--- src/rtl/adc_chan_cond_if.sv ---
// Sample/control bundle between an ADC channel conditioner and its driver/consumer.
// master drives the raw sample and acquisition controls; slave is the conditioner.
interface adc_chan_cond_if #(
    parameter int WIN_W = 8
);
    logic        [12:0]      data_in_del;
    logic                    trig;
    logic                    ped_en;
    logic        [WIN_W-1:0] win_len;
    logic signed [12:0]      data_out;
    logic                    store_strb;
    logic signed [12:0]      ped_out;
    logic                    busy;
    logic                    done;
    logic                    trig_err;

    modport master (
        output data_in_del, trig, ped_en, win_len,
        input  data_out, store_strb, ped_out, busy, done, trig_err
    );

    modport slave (
        input  data_in_del, trig, ped_en, win_len,
        output data_out, store_strb, ped_out, busy, done, trig_err
    );
endinterface

--- src/rtl/adc_chan_cond.sv ---
// Per-channel ADC conditioning: bit-inversion undo, pedestal averaging on trigger,
// and a pedestal-subtracted, saturated sample stream gated by a store window.
//
// state   | meaning
// --------+-------------------------------------------------------------
// S_IDLE  | waiting for trig; data_out free-runs with store_strb low
// S_PED   | accumulating 2**PED_LOG2 samples for the pedestal average
// S_STORE | window enable high for win_len cycles, then done pulse
module adc_chan_cond #(
    parameter logic [12:0] BITFLIP  = 13'h1000,
    parameter int          PED_LOG2 = 4,
    parameter int          WIN_W    = 8
) (
    input  logic            clk357,
    input  logic            rst,
    adc_chan_cond_if.slave  bus
);
    localparam int ACC_W = 13 + PED_LOG2;
    localparam int CNT_W = (WIN_W > 7) ? WIN_W : 7;
    localparam int N_M1  = (1 << PED_LOG2) - 1;

    localparam logic [1:0] S_IDLE  = 2'd0;
    localparam logic [1:0] S_PED   = 2'd1;
    localparam logic [1:0] S_STORE = 2'd2;

    logic        [12:0]      s1_q, s1_d;
    logic signed [12:0]      c_q, c_d;
    logic        [1:0]       state_q, state_d;
    logic        [CNT_W-1:0] cnt_q, cnt_d;
    logic        [WIN_W-1:0] win_q, win_d;
    logic signed [ACC_W-1:0] acc_q, acc_d;
    logic signed [12:0]      ped_q, ped_d;
    logic signed [12:0]      ped_out_q, ped_out_d;
    logic signed [12:0]      dout_q, dout_d;
    logic                    strb_q, strb_d;
    logic                    busy_q, busy_d;
    logic                    done_q, done_d;
    logic                    err_q, err_d;

    logic signed [ACC_W-1:0] acc_sum;
    logic signed [12:0]      ped_new;
    logic signed [13:0]      diff;
    logic                    win_en;

    always_comb begin
        s1_d      = bus.data_in_del;
        c_d       = $signed(s1_q ^ BITFLIP);
        state_d   = state_q;
        cnt_d     = cnt_q;
        win_d     = win_q;
        acc_d     = acc_q;
        ped_d     = ped_q;
        ped_out_d = ped_out_q;
        err_d     = err_q;
        done_d    = 1'b0;

        acc_sum = acc_q + ACC_W'(c_q);
        ped_new = 13'(acc_sum >>> PED_LOG2);
        win_en  = (state_q == S_STORE) && (cnt_q != '0);

        // 14-bit difference cannot wrap; clamp back into the 13-bit range
        diff = 14'(c_q) - 14'(ped_q);
        if (diff > 14'sd4095) begin
            dout_d = 13'sh0FFF;
        end else if (diff < -14'sd4096) begin
            dout_d = 13'sh1000;
        end else begin
            dout_d = diff[12:0];
        end

        case (state_q)
            S_IDLE: begin
                if (bus.trig) begin
                    win_d = bus.win_len;
                    if (bus.ped_en) begin
                        state_d = S_PED;
                        cnt_d   = CNT_W'(N_M1);
                        acc_d   = '0;
                    end else begin
                        state_d = S_STORE;
                        ped_d   = '0;
                        cnt_d   = CNT_W'(bus.win_len);
                    end
                end
            end
            S_PED: begin
                if (bus.trig) err_d = 1'b1;
                acc_d = acc_sum;
                if (cnt_q == '0) begin
                    ped_d     = ped_new;
                    ped_out_d = ped_new;
                    acc_d     = '0;
                    state_d   = S_STORE;
                    cnt_d     = CNT_W'(win_q);
                end else begin
                    cnt_d = cnt_q - CNT_W'(1);
                end
            end
            S_STORE: begin
                if (bus.trig) err_d = 1'b1;
                if (cnt_q == '0) begin
                    done_d  = 1'b1;
                    state_d = S_IDLE;
                end else begin
                    cnt_d = cnt_q - CNT_W'(1);
                end
            end
            default: state_d = S_IDLE;
        endcase

        busy_d = (state_d != S_IDLE);
        strb_d = win_en;
    end

    always_ff @(posedge clk357) begin
        if (rst) begin
            s1_q      <= '0;
            c_q       <= '0;
            state_q   <= S_IDLE;
            cnt_q     <= '0;
            win_q     <= '0;
            acc_q     <= '0;
            ped_q     <= '0;
            ped_out_q <= '0;
            dout_q    <= '0;
            strb_q    <= 1'b0;
            busy_q    <= 1'b0;
            done_q    <= 1'b0;
            err_q     <= 1'b0;
        end else begin
            s1_q      <= s1_d;
            c_q       <= c_d;
            state_q   <= state_d;
            cnt_q     <= cnt_d;
            win_q     <= win_d;
            acc_q     <= acc_d;
            ped_q     <= ped_d;
            ped_out_q <= ped_out_d;
            dout_q    <= dout_d;
            strb_q    <= strb_d;
            busy_q    <= busy_d;
            done_q    <= done_d;
            err_q     <= err_d;
        end
    end

    assign bus.data_out   = dout_q;
    assign bus.store_strb = strb_q;
    assign bus.ped_out    = ped_out_q;
    assign bus.busy       = busy_q;
    assign bus.done       = done_q;
    assign bus.trig_err   = err_q;
endmodule
--- src/flat_wrapper.sv ---
// flat-port wrapper written by rule: the top's interface ports become plain ports
module adc_chan_cond_flat 
#(
    parameter logic [12:0] BITFLIP  = 13'h1000,
    parameter int          PED_LOG2 = 4,
    parameter int          WIN_W    = 8
)
  (clk357, rst, bus_data_in_del, bus_trig, bus_ped_en, bus_win_len, bus_data_out, bus_store_strb, bus_ped_out, bus_busy, bus_done, bus_trig_err);
  adc_chan_cond_if #(.WIN_W(WIN_W)) bus_i ();
  input  logic clk357;
  input  logic rst;
  input wire logic [$bits(bus_i.data_in_del)-1:0] bus_data_in_del;
  input wire logic [$bits(bus_i.trig)-1:0] bus_trig;
  input wire logic [$bits(bus_i.ped_en)-1:0] bus_ped_en;
  input wire logic [$bits(bus_i.win_len)-1:0] bus_win_len;
  output wire logic [$bits(bus_i.data_out)-1:0] bus_data_out;
  output wire logic [$bits(bus_i.store_strb)-1:0] bus_store_strb;
  output wire logic [$bits(bus_i.ped_out)-1:0] bus_ped_out;
  output wire logic [$bits(bus_i.busy)-1:0] bus_busy;
  output wire logic [$bits(bus_i.done)-1:0] bus_done;
  output wire logic [$bits(bus_i.trig_err)-1:0] bus_trig_err;
  assign bus_i.data_in_del = bus_data_in_del;
  assign bus_i.trig = bus_trig;
  assign bus_i.ped_en = bus_ped_en;
  assign bus_i.win_len = bus_win_len;
  assign bus_data_out = bus_i.data_out;
  assign bus_store_strb = bus_i.store_strb;
  assign bus_ped_out = bus_i.ped_out;
  assign bus_busy = bus_i.busy;
  assign bus_done = bus_i.done;
  assign bus_trig_err = bus_i.trig_err;
  adc_chan_cond #(.BITFLIP(BITFLIP), .PED_LOG2(PED_LOG2), .WIN_W(WIN_W)) u_core (.clk357(clk357), .rst(rst), .bus(bus_i));
endmodule
--- config.mk ---
export PLATFORM = sky130hd
export DESIGN_NAME = adc_chan_cond_flat
export DESIGN_NICKNAME = d
export VERILOG_FILES = /design/src/rtl/adc_chan_cond_if.sv /design/src/rtl/adc_chan_cond.sv /design/src/flat_wrapper.sv
export SDC_FILE = /design/constraint.sdc
export NUM_CORES = 1
export LEC_CHECK = 0
export CAP_MARGIN = 10
export CORE_UTILIZATION = 40
export CTS_CLUSTER_DIAMETER = 200
export CTS_CLUSTER_SIZE = 8
export DETAILED_ROUTE_END_ITERATION = 8
export DONT_BUFFER_PORTS = 1
export HOLD_SLACK_MARGIN = 0.02
export REMOVE_ABC_BUFFERS = 1
export SYNTH_ARGS = -nofsm -noshare
export SYNTH_HDL_FRONTEND = slang
export SYNTH_SLANG_ARGS = --single-unit
--- constraint.sdc ---
create_clock -name clk357 -period 3.25 [get_ports clk357]
set_clock_uncertainty 0.15 [all_clocks]
set_input_delay 0.65 -clock clk357 [delete_from_list [all_inputs] [get_ports clk357]]
set_output_delay 0.65 -clock clk357 [all_outputs]
set_load 0.02 [all_outputs]
=== After elaboration in Yosys (flattened, before gate mapping) ===
Index checks and enable logic that the tools add are counted.

* Add/sub/neg operators: 3
* $mul: 0
* Divide/modulo/power cells: 0
* Order comparisons: 2
* Equal/unequal tests: 7
* Shifts and indexed selects: 0
* Mux-type cells: 21
* Bitwise logic cells: 2
* Reduce and logical (&&, ||, !) cells: 16

{| class="wikitable"
|+ Operator list
! cell !! number
|-
| $mux 13 || 4
|-
| $mux 17 || 3
|-
| $pmux 17 s2 || 1
|-
| $mux 8 || 4
|-
| $pmux 13 s2 || 1
|-
| $pmux 8 s3 || 1
|-
| $add 17x13->17 || 1
|-
| $gt 14x13->1 const B || 1
|-
| $lt 14x13->1 const B || 1
|-
| $sub 13x13->14 || 1
|-
| $mux 12 || 1
|-
| $logic_not 8->1 || 1
|-
| $mux 2 || 4
|-
| $ne 2x2->1 const B || 4
|-
| $reduce_bool 8->1 || 1
|-
| $sub 8x1->8 const B || 1
|-
| $pmux 2 s3 || 1
|-
| $reduce_and 2->1 || 3
|-
| $reduce_and 3->1 || 2
|-
| $reduce_or 2->1 || 3
|-
| $reduce_and 4->1 || 1
|-
| $reduce_bool 2->1 || 2
|-
| $reduce_bool 3->1 || 1
|-
| $eq 2x1->1 const B || 1
|-
| other kinds (6) || 7
|}

* Register bits: 104
* Latch bits: 0
* Memory bits (writable): 0
* ROM bits: 0
* Output and inout bits: 30
* Word-level logic and storage cells: 65
* Memories kept: 0

=== Depth between registers and ports, before layout ===
* Word-level depth: 4
* Mapped depth: 12
* Gate-level depth less buffers: 11

=== Worst setup path before layout ===
OpenSTA, ideal clock, no wires.

* Path kind: register to register
* Start: reg u_core.c_q[0]
* End: reg u_core.dout_q[11], in the netlist u_core.bus.data_out[11]
* Setup time: 0.095 ns
* Data arrival time: 2.581 ns
* Data required time: 3.005 ns
* Slack: 0.424 ns
* Stages on the path, launching flop included: 13
* Path buffers: 1
* Clock period less this slack: 2.826 ns
* Cells stage by stage: dfxtp_1 -> inv_1 -> ha_1 -> inv_1 -> fa_1 -> a211oi_1 -> o21ai_1 -> o31ai_2 -> a32o_1 -> o21ai_1 -> and2_1 -> buf_2 -> a221oi_1

* Cells in the longest elaborated chain, start to end: 4

{| class="wikitable"
|+ Ends and longest elaborated chain
! element !! RTL line !! text
|-
| from (decl) || adc_chan_cond.sv:27 || <nowiki>logic signed [12:0] c_q, c_d;</nowiki>
|-
| from (signal assigned) || adc_chan_cond.sv:118 || <nowiki>c_q <= '0;</nowiki>
|-
| from (signal assigned) || adc_chan_cond.sv:132 || <nowiki>c_q <= c_d;</nowiki>
|-
| $sub 13x13->14 * || adc_chan_cond.sv:62 || <nowiki>diff = 14'(c_q) - 14'(ped_q);</nowiki>
|-
| $lt 14x13->1 || adc_chan_cond.sv:65 || <nowiki>end else if (diff < -14'sd4096) begin</nowiki>
|-
| $mux 13 || adc_chan_cond.sv:65 ||
|-
| $mux 12 * || adc_chan_cond.sv:63 || <nowiki>if (diff > 14'sd4095) begin</nowiki>
|-
| to (signal assigned) || adc_chan_cond.sv:139 || <nowiki>dout_q <= dout_d;</nowiki>
|-
| to (decl) || adc_chan_cond.sv:34 || <nowiki>logic signed [12:0] dout_q, dout_d;</nowiki>
|}

Mark *: on every way between the ends. The rest lies on a longest branch, timed or not.
A chain may end at the register's enable or synchronous reset.

=== Final worst setup path ===
* Start: reg u_core.acc_q[0]
* End: reg u_core.acc_q[14]

* Cells in the longest elaborated chain, start to end: 3

{| class="wikitable"
|+ Ends and longest elaborated chain
! element !! RTL line !! text
|-
| from (decl) || adc_chan_cond.sv:31 || <nowiki>logic signed [ACC_W-1:0] acc_q, acc_d;</nowiki>
|-
| from (signal assigned) || adc_chan_cond.sv:122 || <nowiki>acc_q <= '0;</nowiki>
|-
| from (signal assigned) || adc_chan_cond.sv:136 || <nowiki>acc_q <= acc_d;</nowiki>
|-
| $add 17x13->17 || adc_chan_cond.sv:57 || <nowiki>acc_sum = acc_q + ACC_W'(c_q);</nowiki>
|-
| $mux 17 || adc_chan_cond.sv:89 || <nowiki>if (cnt_q == '0) begin</nowiki>
|-
| $pmux 17 s2 || adc_chan_cond.sv:71 || <nowiki>case (state_q)</nowiki>
|}

Every way passes these cells.

==> flow_summary_export.csv <==
group,metric,value,unit
setup_path,crit_family,"compound AO/OA/AOI/OAI gates",
detailed_routing,avgViaCountPerCell,5.59,
floorplanning,dieArea,13700,sq um
clock_network,clk_pin_slew,70,ps
logic_synthesis,synth_area,5310,sq um
power,power_density,537,nW/um^2
detailed_routing,first_pass_iters,5,
floorplanning,initial_core_util,0.416,
cells_and_area,syn_to_final_growth,8.39,%
cells_and_area,regArea,2080,sq um
logic_synthesis,async_flop_share,0,
setup_path,startpoint,"u_core.acc_q[0]$_SDFFE_PP0P_",
logic_synthesis,synth_cell_types,61,
cells_and_area,final_cell_mix,"dfxtp_1, nand2_1, a21oi_1, nor2_1, ha_1",
logic_synthesis,synth_area_leader_cell,"dfxtp_1",
floorplanning,die_h,117,um
global_routing,grt_pass1_wl,20700,um
clock_network,max-clock-path-buffers,2,
setup_path,slowest_delay,430,ps
clock_network,cts_made_buffers,9,
logic_synthesis,syn_inst,631,
floorplanning,rows,41,
detailed_routing,drt_iter0_markers,272,
setup_path,cp-start-kind,"flip-flop",
setup_path,cp.depth,9,
sta,fmax,343,MHz
setup_path,crit_end,"u_core.acc_q[14]$_SDFFE_PP0P_",
sta,hold_violations,0,
clock_network,cts_tree,"built",
setup_path,cp_data_arrival_time,3060,ps
setup_path,crit_required,3400,ps
setup_path,reg2reg_to,"u_core.acc_q[14]$_SDFFE_PP0P_",
cells_and_area,drive_gt1_frac,0.0543,
clock_network,cts_resized,0,
clock_network,clock_sinks,104,
placement,place_ws,282,ps
setup_path,r2r-start,"u_core.acc_q[0]$_SDFFE_PP0P_",
power,irDropWorstVdd,0.243,mV
logic_synthesis,seq_area_frac_synth,0.392,
detailed_routing,num_vias,4462,
setup_path,end_kind,"flip-flop",
flow_run,cap_violations,0,
setup_path,reg2reg_depth,9,
floorplanning,ios,55,
clock_network,cts-root-buf,"clkbuf_16",
placement,dp_hpwl,8830,um
setup_path,cp_slowest_cell,"fa_1",
global_routing,grt_pass1_vias,4278,
clock_network,clk_latency,360,ps
floorplanning,die_x,117,um
detailed_routing,drc_errors,0,
sta,finalSetupTns,0,ps
logic_synthesis,synthFlopType,"dfxtp_1",
setup_path,crit_fanout,3,
placement,dpl.cell_count,782,
setup_path,worst-path-buf-inv,0,
power,p_total,3.09,mW
global_routing,grt.overflow.total,0,
clock_network,htree_levels,3,
logic_synthesis,yosysWarnings,0,
detailed_routing,drtAntennaViolNets,0,
logic_synthesis,synthTopCellsByArea,"dfxtp_1, ha_1, nand2_1",
sta,setup_viol,0,
cells_and_area,fin_cells,798,
cells_and_area,final_nets,683,
cells_and_area,fill_cells,1276,
placement,gp_routability_congestion,0.924,
floorplanning,fp.coreArea,12800,sq um
detailed_routing,drt_wl_total,12500,um
sta,worst_slack,338,ps
sta,rsz0062_at_grt,"no",
global_routing,grt_usage,0.197,
logic_synthesis,synth_top_area_frac,0.392,
sta,finalCriticalPeriod,2910,ps
setup_path,worstPathCellList,"ha_1, fa_1, a211oi_1, o21ai_0, a21oi_2, mux2_2, a221oi_1, a22oi_1, nor2_1",
logic_synthesis,synth-edff-count,0,
setup_path,critPathKind,"flip-flop to flip-flop",
detailed_routing,wl_per_cell,15.6,um
logic_synthesis,syn_area_per_cell,8.42,sq um
sta,relSlewSlack,0.584,
sta,maxSlewViolCount,0,
worst_hold_path,hold_path_class,"input port to flip-flop",
clock_network,post_cts_buffers,0,
clock_network,hold_buffers,0,
logic_synthesis,ys_ff_latch,104,
global_routing,grt_start_max_net_pins,93,
sta,worstMarginPinSlew,620,ps
cells_and_area,multi_input_area,3020,sq um
global_routing,antenna_found_initial,0,
setup_path,r2r_setup_slack,340,ps
cells_and_area,layout_commonest_cell,"dfxtp_1",
cells_and_area,insertedDiodeCount,0,
run_status,outcome,"finished clean",
placement,numPortBuffers,0,
power,cellLeakagePower,2.24,nW
sta,finalCritPeriodShare,0.896,
## per-stage QoR
stage	hold WS [ps]	instance area (sq um)	utilization
6_report	212	5760	0.451
5_1_grt	194	5760	0.451
3_3_place_gp	229	5470	0.428
4_1_cts	196	5750	0.450
3_5_place_dp	234	5470	0.428
2_1_floorplan	213	5200	-
## worst reg2reg max path, cell delays in order (launching register included)
cell and delay, ps:
dfxtp_1 310, ha_1 230, fa_1 430, a211oi_1 280, o21ai_0 230, a21oi_2 260
mux2_2 360, a221oi_1 380, a22oi_1 130, nor2_1 100
## Yosys cell counts (11+ instances only)
| cell type | number |
|---|---|
| dfxtp_1 | 104 |
| nand2_1 | 89 |
| a21oi_1 | 52 |
| nor2_1 | 52 |
| ha_1 | 35 |
| nor2b_1 | 28 |
| inv_1 | 27 |
| o21ai_0 | 24 |
| a22oi_1 | 20 |
| clkbuf_1 | 18 |
| xnor2_1 | 16 |
| a221oi_1 | 13 |
| nand3_1 | 11 |
| nor3_1 | 11 |
| xor2_1 | 11 |
## where the power goes
part / switching, mW / total, mW / internal, mW / leakage (nW)
Sequential: 0.0963 / 1.45 / 1.36 / 0.851
Combinational: 0.350 / 0.581 / 0.232 / 1.25
Clock: 0.525 / 1.06 / 0.535 / 0.143
Total: 0.971 / 3.09 / 2.12 / 2.24
## cells by family after synthesis
logic type,Yosys count,share of synthesized area
AO/OA/AOI/OAI,180,0.227
XOR/XNOR,28,0.0488
adder cells (fa/ha/maj),37,0.0900
buffers and inverters,56,0.0412
flip-flops,104,0.392
multiplexers,1,0.00212
AND/OR/NAND/NOR,225,0.199
## cell type report
class,instances,area share
Clock inverter,7,0.0104
Inverter,28,0.0183
Timing Repair Buffer,7,0.00913
Multi-Input combinational cell,471,0.524
Sequential cell,104,0.362
Tap cell,172,0.0374
Clock buffer,9,0.0391
## worst min path at each step
stage          cells past startpoint                            to                       start
2_1_floorplan                      1     u_core.c_q[12]$_SDFF_PP0_  u_core.s1_q[12]$_SDFF_PP0_
3_3_place_gp                       1     u_core.c_q[12]$_SDFF_PP0_  u_core.s1_q[12]$_SDFF_PP0_
3_5_place_dp                       1     u_core.c_q[12]$_SDFF_PP0_  u_core.s1_q[12]$_SDFF_PP0_
4_1_cts                            1  u_core.win_q[1]$_SDFFE_PP0P_                         rst
5_1_grt                            1      u_core.c_q[5]$_SDFF_PP0_                         rst
6_report                           1     u_core.s1_q[0]$_SDFF_PP0_                         rst
## flip-flops by register name (all words and copies together) (netlist names)
| signal | cells |
|---|---|
| u_core.acc_q | 17 |
| u_core.bus.trig_err | 1 |
| u_core.cnt_q | 8 |
| u_core.win_q | 8 |
| u_core.s1_q | 13 |
| u_core.bus.ped_out | 13 |
| u_core.bus.busy | 1 |
| u_core.bus.store_strb | 1 |
| u_core.c_q | 13 |
| u_core.ped_q | 13 |
| u_core.state_q | 2 |
| u_core.bus.done | 1 |
| u_core.bus.data_out | 13 |
## per-layer routing
metal,track usage,share of wire,vias up
met5,0,0,-
met4,0.103,0.022,0
met3,0.0402,0.055,18
met2,0.310,0.45,136
met1,0.255,0.47,2095
li1,-,-,2213
Power figures use the tool's default switching activity.
